--- config.mk ---
export PLATFORM = sky130hd
export DESIGN_NAME = gray_conv_pipe
export DESIGN_NICKNAME = d
export VERILOG_FILES = /design/src/rtl/gray_conv_pipe.sv
export SDC_FILE = /design/constraint.sdc
export NUM_CORES = 1
export LEC_CHECK = 0
export ABC_AREA = 0
export BUFFER_PORTS_ARGS = -buffer_cell sky130_fd_sc_hd__buf_2
export CORE_AREA = 2 2 39 41
export CTS_CLUSTER_SIZE = 8
export DETAILED_ROUTE_END_ITERATION = 7
export DIE_AREA = 0 0 41 43
export PLACE_DENSITY = 0.76
export SETUP_SLACK_MARGIN = 0.5
export SLEW_MARGIN = 20
export SYNTH_ARGS = -nofsm -noshare
export SYNTH_HDL_FRONTEND = slang
export SYNTH_SLANG_ARGS = --single-unit
--- constraint.sdc ---
create_clock -name clk -period 3.2 [get_ports clk]
set_input_delay 0.16 -clock clk [delete_from_list [all_inputs] [get_ports clk]]
set_output_delay 0.16 -clock clk [all_outputs]
set_load 0.05 [all_outputs]
--- src/rtl/gray_conv_pipe.sv ---
// Purpose : streaming Gray<->binary converter; each word picks its own direction via s_mode.
// Latency : STAGES cycles from accept to m_valid; one word per cycle sustained.
// Backpr. : bubble-collapsing valid/ready chain; s_ready drops only when every stage is full and m_ready=0.
//
// Optional build macro: GRAY_SEQ_CHECK_EN
//   Adds output seq_err. It flags Gray-to-binary input words whose Hamming
//   distance from the previous Gray-to-binary input is not exactly one.
//   Without the macro the port and its registers do not exist.

module gray_conv_pipe #(
    parameter int WIDTH  = 4,   // 2..64
    parameter int STAGES = 2    // 1..8
) (
    input  logic             clk,
    input  logic             rst_n,
    input  logic             s_valid,
    output logic             s_ready,
    input  logic [WIDTH-1:0] s_data,
    input  logic             s_mode,
    output logic             m_valid,
    input  logic             m_ready,
    output logic [WIDTH-1:0] m_data,
    output logic             m_mode
`ifdef GRAY_SEQ_CHECK_EN
    ,
    output logic             seq_err
`endif
);

    // ------------------------------------------------------------------
    // Conversion helpers (pure combinational, evaluated on s_data)
    // ------------------------------------------------------------------

    // Gray-to-binary: prefix XOR running from the MSB downwards.
    function automatic logic [WIDTH-1:0] gray_to_bin(input logic [WIDTH-1:0] g);
        logic [WIDTH-1:0] b;
        b            = '0;
        b[WIDTH-1]   = g[WIDTH-1];
        for (int i = WIDTH - 2; i >= 0; i--) begin
            b[i] = b[i+1] ^ g[i];
        end
        return b;
    endfunction

    // Binary-to-Gray: each bit XOR its upper neighbour; MSB passes through.
    function automatic logic [WIDTH-1:0] bin_to_gray(input logic [WIDTH-1:0] b);
        logic [WIDTH-1:0] g;
        g          = '0;
        g[WIDTH-1] = b[WIDTH-1];
        for (int i = 0; i < WIDTH - 1; i++) begin
            g[i] = b[i] ^ b[i+1];
        end
        return g;
    endfunction

    // ------------------------------------------------------------------
    // Pipeline state: stage 0 is the input side, stage STAGES-1 drives m_*
    // ------------------------------------------------------------------
    logic [STAGES-1:0]            vld_q,  vld_d;
    logic [STAGES-1:0]            mode_q, mode_d;
    logic [STAGES-1:0][WIDTH-1:0] data_q, data_d;

    logic [STAGES-1:0] ld;        // stage k captures its upstream this cycle
    logic [WIDTH-1:0]  conv_dat;  // converted s_data, ready to enter stage 0
    logic              accept;    // upstream transfer happens on this edge

    // Load enables: stage k may load if the output is being drained or if any
    // stage at or after k is empty (that hole absorbs the shift). Written in
    // closed form so no bit of ld depends on another bit of ld.
    always_comb begin
        ld = '0;
        for (int k = 0; k < STAGES; k++) begin
            ld[k] = m_ready;
            for (int j = k; j < STAGES; j++) begin
                if (!vld_q[j]) begin
                    ld[k] = 1'b1;
                end
            end
        end
    end

    // Select the conversion direction for the incoming word.
    always_comb begin
        conv_dat = '0;
        if (s_mode) begin
            conv_dat = bin_to_gray(s_data);
        end else begin
            conv_dat = gray_to_bin(s_data);
        end
    end

    assign s_ready = ld[0];
    assign accept  = s_valid && ld[0];

`ifdef GRAY_SEQ_CHECK_EN
    // ------------------------------------------------------------------
    // Gray sequence checker: compares each accepted Gray input against the
    // previous accepted Gray input. Binary-to-Gray words are ignored.
    // ------------------------------------------------------------------
    logic [STAGES-1:0] err_q, err_d;
    logic [WIDTH-1:0]  prev_q, prev_d;
    logic              have_prev_q, have_prev_d;
    logic [WIDTH-1:0]  diff;
    logic              one_bit;
    logic              new_err;

    // Exactly-one-bit test: non-zero and clearing the lowest set bit gives zero.
    always_comb begin
        diff    = s_data ^ prev_q;
        one_bit = (diff != '0) && ((diff & (diff - WIDTH'(1))) == '0);
        new_err = !s_mode && have_prev_q && !one_bit;
    end

    // Track the last accepted Gray-to-binary word.
    always_comb begin
        prev_d      = prev_q;
        have_prev_d = have_prev_q;
        if (accept && !s_mode) begin
            prev_d      = s_data;
            have_prev_d = 1'b1;
        end
    end

    // Reference register for the sequence check.
    always_ff @(posedge clk) begin
        if (!rst_n) begin
            prev_q      <= '0;
            have_prev_q <= 1'b0;
        end else begin
            prev_q      <= prev_d;
            have_prev_q <= have_prev_d;
        end
    end
`endif

    // Next-state for every stage: shift on load, hold otherwise. Payload only
    // moves with a valid word so an emptied output keeps its last value.
    always_comb begin
        vld_d  = vld_q;
        mode_d = mode_q;
        data_d = data_q;
`ifdef GRAY_SEQ_CHECK_EN
        err_d  = err_q;
`endif
        if (ld[0]) begin
            vld_d[0] = s_valid;
            if (s_valid) begin
                data_d[0] = conv_dat;
                mode_d[0] = s_mode;
`ifdef GRAY_SEQ_CHECK_EN
                err_d[0]  = new_err;
`endif
            end
        end
        for (int k = 1; k < STAGES; k++) begin
            if (ld[k]) begin
                vld_d[k] = vld_q[k-1];
                if (vld_q[k-1]) begin
                    data_d[k] = data_q[k-1];
                    mode_d[k] = mode_q[k-1];
`ifdef GRAY_SEQ_CHECK_EN
                    err_d[k]  = err_q[k-1];
`endif
                end
            end
        end
    end

    // Stage registers; reset drops every in-flight word and zeroes payload.
    always_ff @(posedge clk) begin
        if (!rst_n) begin
            vld_q  <= '0;
            mode_q <= '0;
            data_q <= '0;
`ifdef GRAY_SEQ_CHECK_EN
            err_q  <= '0;
`endif
        end else begin
            vld_q  <= vld_d;
            mode_q <= mode_d;
            data_q <= data_d;
`ifdef GRAY_SEQ_CHECK_EN
            err_q  <= err_d;
`endif
        end
    end

    assign m_valid = vld_q[STAGES-1];
    assign m_data  = data_q[STAGES-1];
    assign m_mode  = mode_q[STAGES-1];
`ifdef GRAY_SEQ_CHECK_EN
    assign seq_err = err_q[STAGES-1];
`endif

endmodule

==> results of run 1 <==
worst max-delay path by stage:
stage / startpoint / to / cells past startpoint
6_report: vld_q[0] / s_ready / 2
5_1_grt: vld_q[0] / s_ready / 2
4_1_cts: vld_q[0] / s_ready / 2
3_5_place_dp: vld_q[0] / data_q[1] / 4
3_3_place_gp: vld_q[0] / data_q[1] / 4
2_1_floorplan: vld_q[1] / data_q[1] / 4
cell usage after synthesis:
| master | n | share of area |
|---|---|---|
| xnor2_1 | 4 | 0.064 |
| buf_4 | 4 | 0.055 |
| nand2b_1 | 1 | 0.011 |
| a21oi_1 | 3 | 0.027 |
| clkbuf_1 | 1 | 0.0068 |
| o31ai_1 | 1 | 0.014 |
| nand2_1 | 2 | 0.014 |
| nand2_4 | 1 | 0.020 |
| dfxtp_1 | 12 | 0.44 |
| buf_6 | 1 | 0.020 |
| nor2b_1 | 1 | 0.011 |
| and2b_1 | 1 | 0.014 |
| inv_1 | 2 | 0.014 |
| nand2b_4 | 1 | 0.025 |
| xor2_1 | 1 | 0.016 |
| nand3_1 | 3 | 0.027 |
| nor2_1 | 9 | 0.061 |
| mux2i_1 | 7 | 0.13 |
| nand3b_4 | 1 | 0.036 |
logic make-up after synthesis:
logic type      synth area share
xor+xnor                  0.0795
buf+inv                   0.0955
mux                        0.127
simple gates               0.220
compound gates            0.0409
flops                      0.436
worst max-delay path: cells and delay by family (launching register included):
| family | cells | cell delay (ns) |
|---|---|---|
| simple gates | 1 | 0.14 |
| flops | 1 | 0.44 |
| buf+inv | 1 | 0.24 |
sequential cells by signal, summed over array words and instances (netlist names):
signal  count
mode_q      2
vld_q       2
data_q      4
m_data      4
power by group:
| group | internal (mW) | switching, mW |
|---|---|---|
| Clock | 0.0691 | 0.0474 |
| Sequential | 0.157 | 0.00535 |
| Combinational | 0.0203 | 0.0273 |
| Total | 0.247 | 0.0801 |
per-stage QoR:
step / hold slack [ns] / total power [mW] / utilization / setup slack, ns / cells
2_1_floorplan: 0.289 / 0.204 / - / 1.72 / 56
3_3_place_gp: 0.409 / 0.214 / 0.434 / 2.16 / 81
3_5_place_dp: 0.416 / 0.215 / 0.434 / 2.14 / 81
4_1_cts: 0.136 / 0.331 / 0.460 / 1.94 / 85
5_1_grt: 0.150 / 0.342 / 0.460 / 1.90 / 85
6_report: 0.138 / 0.327 / 0.460 / 1.95 / 85
metal layers:
layer	GRT usage	share of wire
met5	0	0
met4	0.0800	0.017
met3	0.0471	0.038
met2	0.153	0.46
met1	0.166	0.48
cell type report:
cell class	count	share of cell area
flip-flops and latches	12	0.377
inverters	2	0.0118
multi-input cells	36	0.405
repair buffers	15	0.118
clock buffers	4	0.0570
well taps	16	0.0314
==> summary.md, run 1 <==
| Metric | Value |
|---|---|
| Max Cap Viol | `0` |
| Warnings from Yosys | `0` |
| Via Count | `388` |
| CP Cell Sequence | `nand3b_4 > buf_2` |
| WL/cell | `9.85 um` |
| R2R cell count | `4` |
| R2R Setup Slk | `2.11 ns` |
| Mapped Nets | `65` |
| GR Util All Layers | `0.122` |
| Worst slew pin tran | `0.358 ns` |
| First-pass DRT Iterations | `4` |
| Iter 0 DRT Violations | `5` |
| Setup Crit Path Kind | `reg -> out` |
| Die Span Y | `43 um` |
| Crit end category | `output pin` |
| Final ANT Viol Nets | `0` |
| Avg Cell Area, Syn | `9.83 um2` |
| DRC violations left | `0` |
| RSZ-0062 raised after global routing | `no` |
| Slowest cell on crit path | `dfxtp_1` |
| Layout cell share with drive strength beyond 1 | `0.319` |
| CORE AREA | `1380 um2` |
| Post-synthesis cell area | `551 um2` |
| Diodes inserted | `0` |
| Clock Skews | `0.00185 ns` |
| WP data arrival | `1.09 ns` |
| RR Endpoint | `m_data[2]` |
| Critical path required time | `3.04 ns` |
| Max IR drop VDD | `193 uV` |
| Post-cts gate resize count | `0` |
| Grt total ovfl | `0` |
| Die X | `41 um` |
| Static Leakage | `0.334 nW` |
| Antenna violations before repair | `0` |
| Placed cell areas | `601 um2` |
| Crit Path Max Fanout | `5` |
| Area occupied by multi-input gates | `258 um2` |
| R2r startpoint | `vld_q[1]` |
| Post-synthesis sequential area ratio | `0.436` |
| Synth unique cells | `19` |
| Fillers | `133` |
| Depth of the CTS H-tree | `1` |
| Post-Syn Instances | `56` |
| Die ar. | `1760 um2` |
| CTS Root Cell | `clkbuf_4` |
| Hold Crit Start | `rst_n` |
| Slew Viols, Final | `0` |
| Num CTS Buffers | `3` |
| Initial Util | `0.398` |
| Finished Cell Area | `637 um2` |
| Status | `finished clean` |
| Tcrit/Tclk final | `0.391` |
| Yosys reg bits | `12` |
| Vias per Instance | `4.56` |
| Minimum clock period | `1.25 ns` |
| GPL Wtd Cong | `0.674` |
| Most common cell after layout, fill and taps aside | `buf_2` |
| PwrDens | `513 nW/um2` |
| Largest net degree at the start of global routing | `13` |
| First-pass GRT wire length | `1.44 mm` |
| Worst-path clk slew | `0.07 ns` |
| Worst hold path class | `in -> reg` |
| Setup TNS | `0 ns` |
| Post-cts hold buffer count | `0` |
| TritonCTS clock tree | `yes` |
| Clock Latency Late Sink | `0.27 ns` |
| Synthesis-to-layout area growth | `15.7%` |
| PortBufs | `15` |
| Sink Count | `12` |
| Final nets | `79` |
| Final Setup Violations | `0` |
| I/O Pins | `16` |
| Max_slew headroom | `0.761` |
| Setup bufs post-CTS | `0` |
| CP Launch Type | `register` |
| Row count | `14` |
| Hold Path End | `data_q[0]` |
| Most frequent cells in the layout | `buf_2 (15), dfxtp_1 (12), nor2_1 (9), mux2i_1 (7), xnor2_1 (4)` |
| Max Buffers Root-to-Sink | `2` |
| Max Clk Rate | `0.799 GHz` |
| Vias in the first global route | `359` |
| Final hold violations | `0` |
| CP max stage delay | `0.44 ns` |
| Register area | `240 um2` |
| Final wirelength | `837 um` |
| Hold Path Depth | `3` |
Power figures use the tool's default switching activity.
==> run 2, diff against run 1 <==
==> constraint.sdc (replaced) <==
create_clock -name clk -period 1.2 [get_ports clk]
set_input_delay 0.06 -clock clk [delete_from_list [all_inputs] [get_ports clk]]
set_output_delay 0.06 -clock clk [all_outputs]
set_load 0.05 [all_outputs]
==> run 2 against run 1 <==
Against the previous run: worst setup slack got worse by 1.8 ns; power rose to 2.8 times the previous value; die area did not move; via count rose by 6.7%; combinational power rose to 3.3 times the previous value; first-iteration DRC count did not move; register-to-register slack got worse by 2.0 ns; critical path depth rose by 2; clock power rose to 2.8 times the previous value; sequential share of layout area fell by 5.1 points.
==> summary.md, run 2 (synthesis results as in run 1) <==
| Metric | Value |
|---|---|
| PortBufs | `15` |
| Minimum clock period | `1.06 ns` |
| CP Cell Sequence | `and2b_1 > nand2b_4 > mux2i_1 > nor2_1` |
| Placed cell areas | `612 um2` |
| RSZ-0062 raised after global routing | `yes` |
| WP buf/inv | `0` |
| Max Buffers Root-to-Sink | `2` |
| Largest net degree at the start of global routing | `13` |
| Synthesis-to-layout area growth | `40.0%` |
| Depth of the CTS H-tree | `1` |
| Register share of total power | `0.474` |
| CP Launch Type | `register` |
| NetSw | `0.235 mW` |
| Max Cap Viol | `0` |
| Most common cell after layout, fill and taps aside | `nor2_1` |
| Sink Count | `12` |
| Die Span Y | `43 um` |
| Vias per Instance | `4.60` |
| TritonCTS clock tree | `yes` |
| Final Setup Violations | `0` |
| Clock Skews | `0.000374 ns` |
| DRC violations left | `0` |
| GPL Wtd Cong | `0.663` |
| Family with the most delay on the worst path | `simple AND/OR/NAND/NOR gates` |
| Setup TNS | `0 ns` |
| Logic pwr share | `0.173` |
| Num CTS Buffers | `3` |
| Static Leakage | `0.381 nW` |
| Critical path required time | `1.36 ns` |
| Max_slew headroom | `0.776` |
| Die ar. | `1760 um2` |
| Layout cell share with drive strength beyond 1 | `0.500` |
| Slowest cell on crit path | `dfxtp_4` |
| Die X | `41 um` |
| Tcrit/Tclk final | `0.886` |
| Grt total ovfl | `0` |
| Worst-path clk slew | `0.08 ns` |
| CP max stage delay | `0.36 ns` |
| CORE AREA | `1380 um2` |
| Worst slew pin tran | `0.335 ns` |
| GR Util All Layers | `0.145` |
| Clock Latency Late Sink | `0.27 ns` |
| Final WS setup | `0.136 ns` |
| Max Clk Rate | `0.940 GHz` |
| Most frequent cells in the layout | `nor2_1 (9), buf_2 (8), mux2i_1 (7), dfxtp_2 (6)` |
| Iter 0 DRT Violations | `5` |
| Final wirelength | `937 um` |
| Status | `finished clean` |
| Crit Path Max Fanout | `5` |
| Crit end category | `register` |
| Int Power | `0.683 mW` |
| PwrDens | `1190 nW/um2` |
| WP data arrival | `1.22 ns` |
| Final hold violations | `0` |
| I/O Pins | `16` |
| Initial Util | `0.398` |
| CTS Root Cell | `clkbuf_4` |
| Hpwl dp | `677 um` |
| First-pass DRT Iterations | `4` |
| Row count | `14` |
| Finished Cell Area | `771 um2` |
| Via Count | `414` |
| WL/cell | `10.4 um` |
| Sw frac | `0.256` |
| Final nets | `84` |
| Max IR drop VDD | `586 uV` |
| Diodes inserted | `0` |
| Worst hold path class | `in -> reg` |
| Vias in the first global route | `429` |
| Fin util | `0.557` |
| Antenna violations before repair | `0` |
| Post-placement worst setup slack | `0.172 ns` |
| Final ANT Viol Nets | `0` |
| Slew Viols, Final | `0` |
| First-pass GRT wire length | `1.66 mm` |
| Setup Crit Path Kind | `reg -> reg` |
| Clock share of power | `0.353` |
-- run 2: layer usage --
metal  track usage  part of all wire  vias up
li1              -                 -      213
met1         0.174              0.42      184
met2         0.197              0.48       13
met3        0.0314             0.051        4
met4         0.140             0.039        0
met5             0                 0        -
-- run 2: path summary, 6_finish.rpt --
kind                  start  slack [ns]  cells past startpoint        end
setup / recovery   vld_q[1]        0.14                      4  m_data[1]
hold / removal        rst_n        0.05                      3  data_q[0]
setup reg to reg   vld_q[1]        0.14                      4  m_data[1]
hold reg to reg   data_q[3]        0.47                      2  data_q[3]
-- run 2: power groups by stage --
stage / registers, mW / logic (mW) / clock network, mW
finish: 0.435 / 0.159 / 0.324
global route: 0.438 / 0.172 / 0.339
CTS: 0.435 / 0.152 / 0.334
detailed placement: 0.441 / 0.133 / 0
global placement: 0.440 / 0.131 / 0
floorplan: 0.449 / 0.0960 / 0
-- run 2: repair_timing --
action	in CTS	in global routing
endpoints found under the hold margin	0	0
hold buffers	0	0
resized for setup	24	6
setup buffers	3	1
pin swaps	7	6
endpoints found under the setup margin	19	19
-- run 2: stage by stage --
step / hold slack, ns / total power [mW] / cells
after CTS: 0.0186 / 0.920 / 89
final: 0.0477 / 0.919 / 90
after floorplan: 0.189 / 0.545 / 56
after global routing: 0.0604 / 0.949 / 90
after detailed placement: 0.311 / 0.574 / 82
after global placement: 0.312 / 0.571 / 82
-- run 2: cell type report --
class | instances | area (um2)
clock buffer | 4 | 36.3
sequential | 12 | 251
timing repair buffer | 20 | 183
multi-input combinational | 36 | 273
fill | 130 | 613
tap | 16 | 20.0
inverter | 2 | 7.51
-- run 2: worst min-delay path: cells and delay by family --
kind                   cells  cell delay, ns
AO/OA/AOI/OAI              1            0.06
buffers and inverters      1            0.10
AND/OR/NAND/NOR            1            0.07
==> run 3, diff against run 2 <==
==> constraint.sdc (replaced) <==
create_clock -name clk -period 1.2 [get_ports clk]
set_input_delay 0.3 -clock clk [delete_from_list [all_inputs] [get_ports clk]]
set_output_delay 0.3 -clock clk [all_outputs]
set_load 0.05 [all_outputs]
==> run 3 against run 2 <==
Against the previous run: final area grew 1.5%; first-iteration DRC count down 20%; worst setup slack got worse by 0.12 ns; critical endpoint is now s_ready.
==> summary.md, run 3 (synthesis results as in run 1) <==
| Metric | Value |
|---|---|
| PwrDens | `1080 nW/um2` |
| Final WS setup | `0.0183 ns` |
| Die X | `41 um` |
| Dpl cells | `82` |
| Static Leakage | `0.391 nW` |
| Status | `finished clean` |
| Initial Util | `0.398` |
| Most frequent cells in the layout | `nor2_1 (9), buf_4 (9), buf_2 (8), mux2i_1 (7), buf_8 (6)` |
| Worst hold path class | `in -> reg` |
| Depth of the CTS H-tree | `1` |
| Largest net degree at the start of global routing | `13` |
| Max Cap Viol | `0` |
| Final hold violations | `0` |
| GPL Wtd Cong | `0.711` |
| Final wirelength | `879 um` |
| Sink Count | `12` |
| Max IR drop VDD | `527 uV` |
| Crit end category | `output pin` |
| Crit Path Max Fanout | `3` |
| Critical path required time | `0.90 ns` |
| Fillers | `126` |
| Setup Crit Path Kind | `reg -> out` |
| Register area | `254 um2` |
| Area occupied by multi-input gates | `265 um2` |
| First-pass DRT Iterations | `4` |
| Antenna violations before repair | `0` |
| Final Setup Violations | `0` |
| Setup TNS | `0 ns` |
| First-pass GRT wire length | `1.44 mm` |
| Post-cts hold buffer count | `0` |
| PortBufs | `15` |
| CP Launch Type | `register` |
| Minimum clock period | `1.18 ns` |
| WHS | `0.298 ns` |
| Via Count | `429` |
| Slew Viols, Final | `0` |
| WP data arrival | `0.88 ns` |
| Worst-path clk slew | `0.08 ns` |
| TritonCTS clock tree | `yes` |
| Worst slew pin tran | `0.385 ns` |
| Total power | `0.845 mW` |
| Post-placement worst setup slack | `0.0588 ns` |
| Final ANT Viol Nets | `0` |
| Max Buffers Root-to-Sink | `2` |
| RSZ-0062 raised after global routing | `yes` |
| Iter 0 DRT Violations | `4` |
| Layout cell share with drive strength beyond 1 | `0.500` |
| Synthesis-to-layout area growth | `42.0%` |
| Die Span Y | `43 um` |
| I/O Pins | `16` |
| Vias per Instance | `4.56` |
| GR Util All Layers | `0.125` |
| Max_slew headroom | `0.743` |
| WL/cell | `9.35 um` |
| Die ar. | `1760 um2` |
| Hpwl dp | `620 um` |
| Post-Layout Cell Count | `94` |
| Grt total ovfl | `0` |
| Diodes inserted | `0` |
| Row count | `14` |
| DRC violations left | `0` |
| CORE AREA | `1380 um2` |
| Final nets | `88` |
| Clock Latency Late Sink | `0.27 ns` |
| Vias in the first global route | `370` |
| CTS Root Cell | `clkbuf_4` |
| Tcrit/Tclk final | `0.985` |
| Clock Skews | `0.00973 ns` |
| Max Clk Rate | `0.846 GHz` |
| Num CTS Buffers | `3` |
## run 3: worst paths after layout
check | start | to | slack [ns] | depth (start not counted)
worst max-delay path | vld_q[1] | s_ready | 0.02 | 2
worst min-delay path | rst_n | data_q[0] | 0.30 | 3
worst max register to register | vld_q[1] | data_q[2] | 0.06 | 6
worst min register to register | data_q[3] | data_q[3] | 0.47 | 2
## run 3: report_power, final
part	switching, mW	internal (mW)	total, mW	leakage [nW]
Clock	0.126	0.128	0.254	0.0150
Sequential	0.0152	0.418	0.434	0.102
Combinational	0.0782	0.0786	0.157	0.274
Total	0.219	0.626	0.845	0.391
## run 3: area by class of cell
class                   count  area share
repair buffers             24       0.267
inverters                   2     0.00960
well taps                  16      0.0256
flip-flops and latches     12       0.325
clock buffers               4      0.0336
multi-input cells          36       0.339
## run 3: stage by stage
| stage | area (um2) | util |
|---|---|---|
| 2_1_floorplan | 579 | - |
| 3_5_place_dp | 621 | 0.448 |
| 4_1_cts | 774 | 0.560 |
| 6_report | 782 | 0.565 |
| 5_1_grt | 782 | 0.565 |
| 3_3_place_gp | 621 | 0.448 |
## run 3: worst max-delay path, stage by stage, from the launching register on
cell and delay [ns]:
dfxtp_4 0.37, nand3b_4 0.08, buf_8 0.15
## run 3: metal layers
layer / track usage / wire length, um / up-vias
met5: 0 / 0 / -
met2: 0.172 / 439 / 12
met1: 0.148 / 376 / 193
met3: 0.0314 / 48 / 2
met4: 0.120 / 14 / 0
li1: - / - / 222
## run 3: repair_timing
action,4_1_cts,5_1_grt
resized for setup,21,2
setup endpoints to repair,19,19
buffers inserted,8,0
pin swaps,2,1
